## src/rtl/spi_byte_master.sv

```systemverilog
// SPI mode-0 byte master: sends one byte MSB first to the selected chip(s),
// then holds every chip select high for a fixed gap before accepting the next byte.
module spi_byte_master #(
  parameter int SLAVE_COUNT = 1,
  parameter int CLK_DIV     = 2,
  parameter int CS_GAP      = 4
) (
  input  logic                   clk,
  input  logic                   reset,
  input  logic [7:0]             tx_byte,
  input  logic                   tx_byte_valid,
  input  logic [SLAVE_COUNT-1:0] ss_in,
  output logic                   spi_ready,
  output logic [SLAVE_COUNT-1:0] ss_out,
  output logic                   sclk,
  output logic                   mosi
);

  localparam int DIV_W = $clog2(CLK_DIV + 1);
  localparam int GAP_W = $clog2(CS_GAP + 1);
  localparam logic [DIV_W-1:0] DIV_LAST = DIV_W'(CLK_DIV - 1);
  localparam logic [GAP_W-1:0] GAP_LAST = GAP_W'(CS_GAP - 1);

  typedef enum logic [1:0] {IDLE, SETUP, SHIFT, GAP} state_t;

  state_t           state;
  logic [6:0]       shreg;
  logic [2:0]       bit_cnt;
  logic [DIV_W-1:0] div_cnt;
  logic [GAP_W-1:0] gap_cnt;
  logic             tail;

  // Frame sequencer. Bit 7 goes straight to mosi at frame start, so the shift
  // register only keeps the seven bits still to be sent. After the 8th falling
  // edge, CS is held low for one more half-period (tail) so that CS stays low for
  // 17 half-periods in total and sclk is already low when CS rises.
  always_ff @(posedge clk) begin
    if (reset) begin
      state     <= IDLE;
      shreg     <= '0;
      bit_cnt   <= '0;
      div_cnt   <= '0;
      gap_cnt   <= '0;
      tail      <= 1'b0;
      spi_ready <= 1'b0;
      ss_out    <= '1;
      sclk      <= 1'b0;
      mosi      <= 1'b0;
    end else begin
      spi_ready <= 1'b0;
      case (state)
        IDLE: begin
          if (tx_byte_valid && !(&ss_in)) begin
            shreg   <= tx_byte[6:0];
            ss_out  <= ss_in;
            mosi    <= tx_byte[7];
            div_cnt <= '0;
            bit_cnt <= '0;
            tail    <= 1'b0;
            state   <= SETUP;
          end
        end
        SETUP: begin
          if (div_cnt == DIV_LAST) begin
            div_cnt <= '0;
            sclk    <= 1'b1;
            state   <= SHIFT;
          end else begin
            div_cnt <= div_cnt + 1'b1;
          end
        end
        SHIFT: begin
          if (div_cnt == DIV_LAST) begin
            div_cnt <= '0;
            if (tail) begin
              tail      <= 1'b0;
              ss_out    <= '1;
              spi_ready <= 1'b1;
              gap_cnt   <= '0;
              state     <= GAP;
            end else if (sclk) begin
              sclk <= 1'b0;
              if (bit_cnt != 3'd7) begin
                shreg   <= {shreg[5:0], 1'b0};
                mosi    <= shreg[6];
                bit_cnt <= bit_cnt + 3'd1;
              end else begin
                mosi <= 1'b0;
                tail <= 1'b1;
              end
            end else begin
              sclk <= 1'b1;
            end
          end else begin
            div_cnt <= div_cnt + 1'b1;
          end
        end
        GAP: begin
          if (gap_cnt == GAP_LAST) begin
            gap_cnt <= '0;
            state   <= IDLE;
          end else begin
            gap_cnt <= gap_cnt + 1'b1;
          end
        end
        default: state <= IDLE;
      endcase
    end
  end

endmodule

```

## config.mk

```make
export PLATFORM = sky130hd
export DESIGN_NAME = spi_byte_master
export DESIGN_NICKNAME = d
export VERILOG_FILES = /design/src/rtl/spi_byte_master.sv
export SDC_FILE = /design/constraint.sdc
export NUM_CORES = 1
export LEC_CHECK = 0
export CORE_UTILIZATION = 40
export CTS_CLUSTER_DIAMETER = 150
export DETAILED_ROUTE_END_ITERATION = 16
export HOLD_SLACK_MARGIN = 0.03
export PLACE_DENSITY = 0.72
export SYNTH_ARGS = -nofsm -noshare
export SYNTH_HDL_FRONTEND = slang
export SYNTH_SLANG_ARGS = --single-unit
```

## constraint.sdc

```tcl
create_clock -name clk -period 2.65 [get_ports clk]
set_clock_uncertainty 0.2 [all_clocks]
set_input_delay 0.53 -clock clk [delete_from_list [all_inputs] [get_ports clk]]
set_output_delay 0.53 -clock clk [all_outputs]
set_load 0.01 [all_outputs]
```

# Yosys cells after proc, flatten, opt, wreduce, memory -nomap -nowiden
# Cells that the tools add are included.
# word_totals
output_inout_bits	4
elab_cells	93
in_bits	12
ff_bits	22
# classes
bitwise	2
reduce_logical	17
mux	47
add_sub_neg	3
eq_ne	14
# op_table
cell	n
7-bit two-way mux	5
3-bit two-way mux	8
1-bit two-way mux	18
2-bit inequality test, second input constant	8
2-bit two-way mux	7
7-bit case mux with 2 select lines	1
3-bit case mux with 2 select lines	2
5-bit AND reduction	2
1-bit case mux with 2 select lines	4
2-bit case mux with 4 select lines	1
4-bit AND reduction	2
2-bit nonzero test	4
3-bit by 1-bit adder with 3-bit output, second input constant	2
3-bit AND reduction	2
6-bit AND reduction	1
2-bit by 1-bit equality test with 1-bit output, second input constant	2
2-bit equality test, second input constant	2
2-bit case mux with 2 select lines	1
3-bit by 2-bit equality test with 1-bit output, second input constant	1
3-bit inequality test, second input constant	1
3-bit OR reduction	1
2-bit by 1-bit adder with 2-bit output, second input constant	1
2-bit logical NOT	1
1-bit NOT	2
4 further kinds	4

# Logic depth before layout (Yosys ltp)
# Gate-level depths: netlist of the first run.
# logic_depth
depth_word	6
mapped_depth	8
depth_no_buf	6

# Worst setup path before layout of the first run
# OpenSTA, ideal clock, no wires.
# synth_timing
path_kind	reg2reg
start	register state[0]
end	register state[0]
arrival_time_ns	1.624
setup_slack_ns	0.735
t_required_ns	2.359
setup_ns	0.091
path_stages_with_launch	7
path_cell_list	dfxtp_1 -> inv_1 -> ha_1 -> clkbuf_1 -> a222oi_1 -> a21oi_1 -> a311oi_1
# synth_via
elab_chain_len	3
# synth_lines
element	line_no	source
start: declaration	26	state_t state;
start signal: assignment	39	state <= IDLE;
start signal: assignment	60	state <= SETUP;
start signal: assignment	67	state <= SHIFT;
2-bit equality test, or another cell as far along	51	case (state)
2-bit inequality test (no source line)	--	
5-bit AND reduction (no source line)	--	
# Several ways; a longest one is shown, not always the timed one.
# A chain may end at the register's enable or synchronous reset.

# Worst setup path after layout of the first run
# layout_timing
start	input port ss_in
end	register shreg[4]
# layout_via
elab_chain_len	4
# layout_lines
element	line_no	source
start: declaration	12	input logic [SLAVE_COUNT-1:0] ss_in,
1-bit logical NOT	53	if (tx_byte_valid && !(&ss_in)) begin
1-bit logical AND	53	
2-bit inequality test (no source line)	--	
6-bit AND reduction (no source line)	--	
end signal: assignment	54	shreg <= tx_byte[6:0];
end signal: assignment	84	shreg <= {shreg[5:0], 1'b0};
end: declaration	27	logic [6:0] shreg;
# Every way passes these cells.

==> impl_metrics.tcl, run 1 <==
set metrics [dict create \
    status "finished, violations left" \
    violations "design-rule violations" \
    clkLatencyLatePin_ps 290 \
    ir_drop_mv 0.276 \
    tightestPinTransition_ps 684 \
    finalNetCount 169 \
    post_cts_buffers 0 \
    yosys.area_share.adder 0.0916 \
    hold_start "gap_cnt[2]" \
    setup_tns_ps 0 \
    rsz0062_at_grt "no" \
    layout_setup_ws_ps 487 \
    place_area_um2 1400 \
    core-area_um2 2830 \
    maxCapViolCount 0 \
    tritoncts "yes" \
    drtPass1Iterations 10 \
    io-pin-count 16 \
    overflow 0 \
    cts_resized 0 \
    slowest_stage "clkdlybuf4s50_1" \
    wire_per_inst_um 12.7 \
    synth.distinct_cells 33 \
    grt_pass1_vias 888 \
    multi_input_area_um2 726 \
    slew_headroom 0.544 \
    syn_area_um2 1230 \
    routed_wl_um 2250 \
    worstSetupPathType "primary input to register" \
    route.met3.wl_um 92 \
    clkTransAtPathRegs_ps 110 \
    rrSetupSlack_ps 510 \
    ys_ff_latch 22 \
    fin_crit_ps 2160 \
    antenna_found_initial 0 \
    grt_max_degree 21 \
    yosys.area_share.simple 0.161 \
    startpoint_type "primary input" \
    die-area_um2 3300 \
    num_vias 1025 \
    synth.area.mux_share 0.0916 \
    hold_viol 0 \
    ys_seq_area_frac 0.358 \
    arrival_ps 2160 \
    antenna_cells 0 \
    rows 19 \
    top_layer_used "met4" \
    ys.flop_type "dfxtp_1" \
    final.period_utilization 0.816 \
    final_core_util 0.503 \
    cts_hold_buf 0 \
    worstHoldPathType "register to register" \
    critical_path.max_fanout 20 \
    r2r-start "state[0]" \
    p_leak_nw 0.509 \
    place_hpwl_um 1690 \
    synthXorXnorAreaFrac 0 \
    startpoint "ss_in" \
    power.density_nw_per_um2 968 \
    ys_top_cells_by_count "dfxtp_1 (22), a21oi_1 (19), a311oi_1 (10), ha_1 (9), mux2i_1 (9)" \
    grtUsageTotal 0.153 \
    cts_made_buffers 3 \
    path_delay_family "compound AO/OA/AOI/OAI gates" \
    final_area_um2 1420 \
    synth_top_family_by_area "compound AO/OA/AOI/OAI gates" \
    globalplace.congestion 0.773 \
    drcViolationCount 2 \
    synth_compound_area_frac 0.246 \
    synth_nets 155 \
    cts_sinks 22 \
    yosys_warnings 0 \
    pre_cts_ws_ps 219 \
    grt_pass1_wl_um 3930 \
    drv_slew 0 \
    slowest_delay_ps 410 \
    cp.buffers_inverters 2 \
    setup.worst_path.end_class "register" \
    r2r_end "shreg[4]" \
    drt_iter0_markers 44 \
    synth.top_cells.by_area "dfxtp_1 (36%), ha_1 (9.2%), a21oi_1 (7.7%)" \
    yosys.area.top_type_share 0.358 \
    p_total_mw 1.38 \
    met2_length_um 1060 \
    met1_length_um 1080 \
    final_layout_size_suffix_gt1_frac 0.116 \
    ff2ff_path_depth 7 \
    synth_top_area_cell "dfxtp_1" \
    synthToLayoutAreaGrowth_pct 15.7 \
    root_buffer "clkbuf_4" \
    start_util 0.435 \
    die_y_um 57.5 \
    ant_nets 0 \
    nFillCells 268 \
    holdPathStages 1 \
    htreeDepth 1 \
    die_x_um 57.5 \
    fmax_mhz 462 \
    clock_path_buffers 2 \
    synth_edf_count 0 \
    async_flop_share 0 \
    regArea_um2 440 \
    holdPathEnd "gap_cnt[2]" \
    via_per_inst 5.79 \
    port_buffers 15 \
    required_ps 2650 \
    syn_avg_cell_area_um2 9.18 \
    setup_viol 0 \
    worstPathCellList "clkdlybuf4s50_1 -> nand2b_1 -> a221oi_2 -> buf_4 -> a21oi_1 -> a311oi_1" \
    yosysMostFrequentCell "dfxtp_1" \
    synth_cells 134 \
]
==> cells by family after synthesis <==
| family | count (synthesis) |
|---|---|
| mux | 11 |
| flops | 22 |
| buf+inv | 15 |
| fa+ha+maj | 9 |
| compound gates | 43 |
| simple gates | 34 |
==> worst register-to-register path: stages, from the launching register on <==
cell and delay, ps:
dfxtp_1 360, inv_1 140, ha_1 340, nor2_1 140, a221oi_2 210, buf_4 270
a21oi_1 110, a311oi_1 280
==> worst max-delay path by stage <==
stage	to	slack [ps]	cells past startpoint
2_1_floorplan	state[0]	740	6
3_3_place_gp	shreg[3]	290	6
3_5_place_dp	shreg[4]	220	6
4_1_cts	shreg[4]	520	6
5_1_grt	shreg[4]	310	6
6_report	shreg[4]	490	6
==> stage by stage <==
step / cells / hold slack, ps
after global routing: 177 / 308
final: 177 / 281
after detailed placement: 174 / 268
after floorplan: 134 / 251
after CTS: 177 / 285
after global placement: 174 / 259
==> state kept, by name, summed over array words and instances (netlist names) <==
register	count
shreg	7
mosi	1
ss_out	1
bit_cnt	3
sclk	1
div_cnt	2
state	2
tail	1
spi_ready	1
gap_cnt	3
==> where the power goes <==
group          switching (mW)  internal, mW  total (mW)
clock network          0.0887        0.0528       0.142
registers              0.0677         0.427       0.494
logic                   0.411         0.331       0.742
==> per-layer routing <==
layer,vias up,track usage
met2,12,0.236
met4,0,0.0627
met3,2,0.0340
met1,485,0.206
met5,-,0
li1,526,-
==> placed cells by master, fill, tap and decap left out, drive strengths merged <==
| master | n |
|---|---|
| dfxtp | 22 |
| a21oi | 19 |
| clkdlybuf4s50 | 15 |
| a311oi | 10 |
| mux2i | 9 |
| ha | 9 |
| inv | 6 |
| nor2 | 6 |
| nand2 | 5 |
| nand2b | 5 |
| nand3b | 4 |
| a21bo | 4 |
| nor3b | 3 |
| clkbuf | 3 |
| buf | 3 |
| o21ai | 3 |
| and2 | 3 |
| nand4 | 2 |
| a31oi | 2 |
| nand3 | 2 |
| mux2 | 2 |
| a21o | 2 |
| a222oi | 1 |
| a221oi | 1 |
| nand4b | 1 |
| nor3 | 1 |
| nor2b | 1 |
| or4 | 1 |
| o211ai | 1 |
==> cell type report <==
class	count	share of cell area
multi-input combinational	97	0.510
sequential	22	0.310
timing repair buffer	18	0.121
tap	31	0.0273
clock buffer	3	0.0158
inverter	6	0.0158
Power figures use the tool's default switching activity.
==> inputs of run 2 (changes only) <==
clock period = 2 ns   (was 2.65 ns; I/O delays follow)
==> run 2 against run 1 <==
Net effect: the run still ends with design-rule violations left; non-clock buffer count is 11 higher; setup slack lost 400 ps; final cell count is 6.8% higher; register-to-register slack worse by 420 ps; clock-buffer cell count rose by 1; global-route usage is 0.93 points higher; largest power group unchanged; critical path type is now register to register; combinational power is 68% higher; sequential power up 32%.
==> impl_metrics.tcl, run 2 (same netlist as run 1, synthesis figures left out) <==
set metrics [dict create \
    wire_per_inst_um 13.3 \
    core-area_um2 2830 \
    startpoint_type "register" \
    regMostFlops "shreg" \
    setup.worst_path.end_class "register" \
    num_vias 1067 \
    ff2ff_path_depth 7 \
    finalNonFillerCells 189 \
    drtPass1Iterations 10 \
    rsz0062_at_grt "yes" \
    hold_start "gap_cnt[2]" \
    die_x_um 57.5 \
    place_area_um2 1460 \
    rows 19 \
    htreeDepth 1 \
    die-area_um2 3300 \
    final_area_um2 1540 \
    start_util 0.435 \
    holdPathStages 1 \
    antenna_found_initial 0 \
    ir_drop_mv 0.475 \
    routed_wl_um 2510 \
    fmax_mhz 522 \
    worstHoldPathType "register to register" \
    nFillCells 247 \
    port_buffers 15 \
    grt_pass1_wl_um 4180 \
    p_total_mw 2.14 \
    place_inst 182 \
    via_per_inst 5.65 \
    globalplace.congestion 0.779 \
    maxCapViolCount 0 \
    drcViolationCount 2 \
    rrSetupSlack_ps 90 \
    worstSetupPathType "register to register" \
    clkLatencyLatePin_ps 300 \
    tightestPinTransition_ps 470 \
    power.density_nw_per_um2 1390 \
    die_y_um 57.5 \
    largest_reg_flops 7 \
    reg.largest.list "shreg x7, bit_cnt x3, gap_cnt x3" \
    grt_max_degree 20 \
    final.period_utilization 0.957 \
    critical_path.max_fanout 8 \
    grtUsageTotal 0.162 \
    clock_path_buffers 2 \
    slew_headroom 0.686 \
    clkTransAtPathRegs_ps 120 \
    violations "design-rule violations" \
    r2r-start "state[1]" \
    holdPathEnd "gap_cnt[2]" \
    required_ps 2010 \
    grt_pass1_vias 1000 \
    cts_sinks 22 \
    finalNetCount 180 \
    cts_hold_buf 0 \
    ant_nets 0 \
    tritoncts "yes" \
    status "finished, violations left" \
    drv_slew 0 \
    setup_viol 0 \
    overflow 0 \
    fin_crit_ps 1910 \
    r2r_end "shreg[1]" \
    mostFrequentLayoutCell "dfxtp_1" \
    drt_iter0_markers 49 \
    layout_common_cells "dfxtp_1 (22), a21oi_1 (19), clkdlybuf4s50_1 (15)" \
    synthToLayoutAreaGrowth_pct 25.4 \
    place_hpwl_um 1820 \
    hold_viol 0 \
    io-pin-count 16 \
    final_layout_size_suffix_gt1_frac 0.203 \
    p_leak_nw 0.570 \
    cts_made_buffers 3 \
    antenna_cells 0 \
    root_buffer "clkbuf_4" \
    arrival_ps 1930 \
    setup_tns_ps 0 \
]
[run 2: changes by cell type in the layout (fill, tap and decap cells not counted), sizes merged]
cell | previous run | this run
buf | 3 | 14
clkbuf | 3 | 4
[run 2: worst max-delay path, cell delays in order, from the launching register on]
cell and delay, ps:
dfxtp_1 410, inv_1 140, ha_4 200, nor2_1 190, a221oi_2 80, buf_2 180, buf_4 140, a311oi_1 260
[run 2: layer usage]
layer  up-vias  global-route usage  share of wire
li1        546                   -              -
met1       503               0.211           0.51
met2        16               0.254           0.45
met3         2              0.0340          0.037
met4         0              0.0801         0.0076
met5         -                   0              0
[run 2: final cells by class]
class | count | area, µm² | share of cell area
inverter | 6 | 22.5 | 0.0146
multi-input combinational | 97 | 748 | 0.485
sequential | 22 | 440 | 0.285
clock buffer | 4 | 36.3 | 0.0235
tap | 31 | 38.8 | 0.0251
timing repair buffer | 29 | 256 | 0.166
[run 2: stage by stage]
stage               hold slack (ps)  setup slack [ps]  utilization
floorplan                       251              85.5            -
global placement                257              -129        0.516
detailed placement              275              -220        0.516
CTS                             293              19.8        0.532
global route                    313             -22.6        0.545
finish                          288              86.1        0.545
[run 2: repair_timing]
| item | CTS | global route |
|---|---|---|
| setup buffers | 0 | 2 |
| setup endpoints to repair | 2 | 7 |
| gates cloned | 0 | 1 |
| gates resized for setup | 1 | 5 |
[run 2: report_power, final]
part	total, mW	internal, mW	switching, mW
Combinational	1.25	0.639	0.607
Sequential	0.651	0.565	0.0856
Clock	0.244	0.111	0.133
Total	2.14	1.32	0.825
[run 2: worst max path at each step]
| stage | from | endpoint | slack [ps] | cells after the start |
|---|---|---|---|---|
| 2_1_floorplan | state[0] | state[0] | 90 | 6 |
| 3_3_place_gp | ss_in | shreg[3] | -130 | 6 |
| 3_5_place_dp | ss_in | shreg[2] | -220 | 6 |
| 4_1_cts | state[1] | shreg[2] | 20 | 7 |
| 5_1_grt | state[1] | shreg[1] | -20 | 6 |
| 6_report | state[1] | shreg[1] | 90 | 7 |
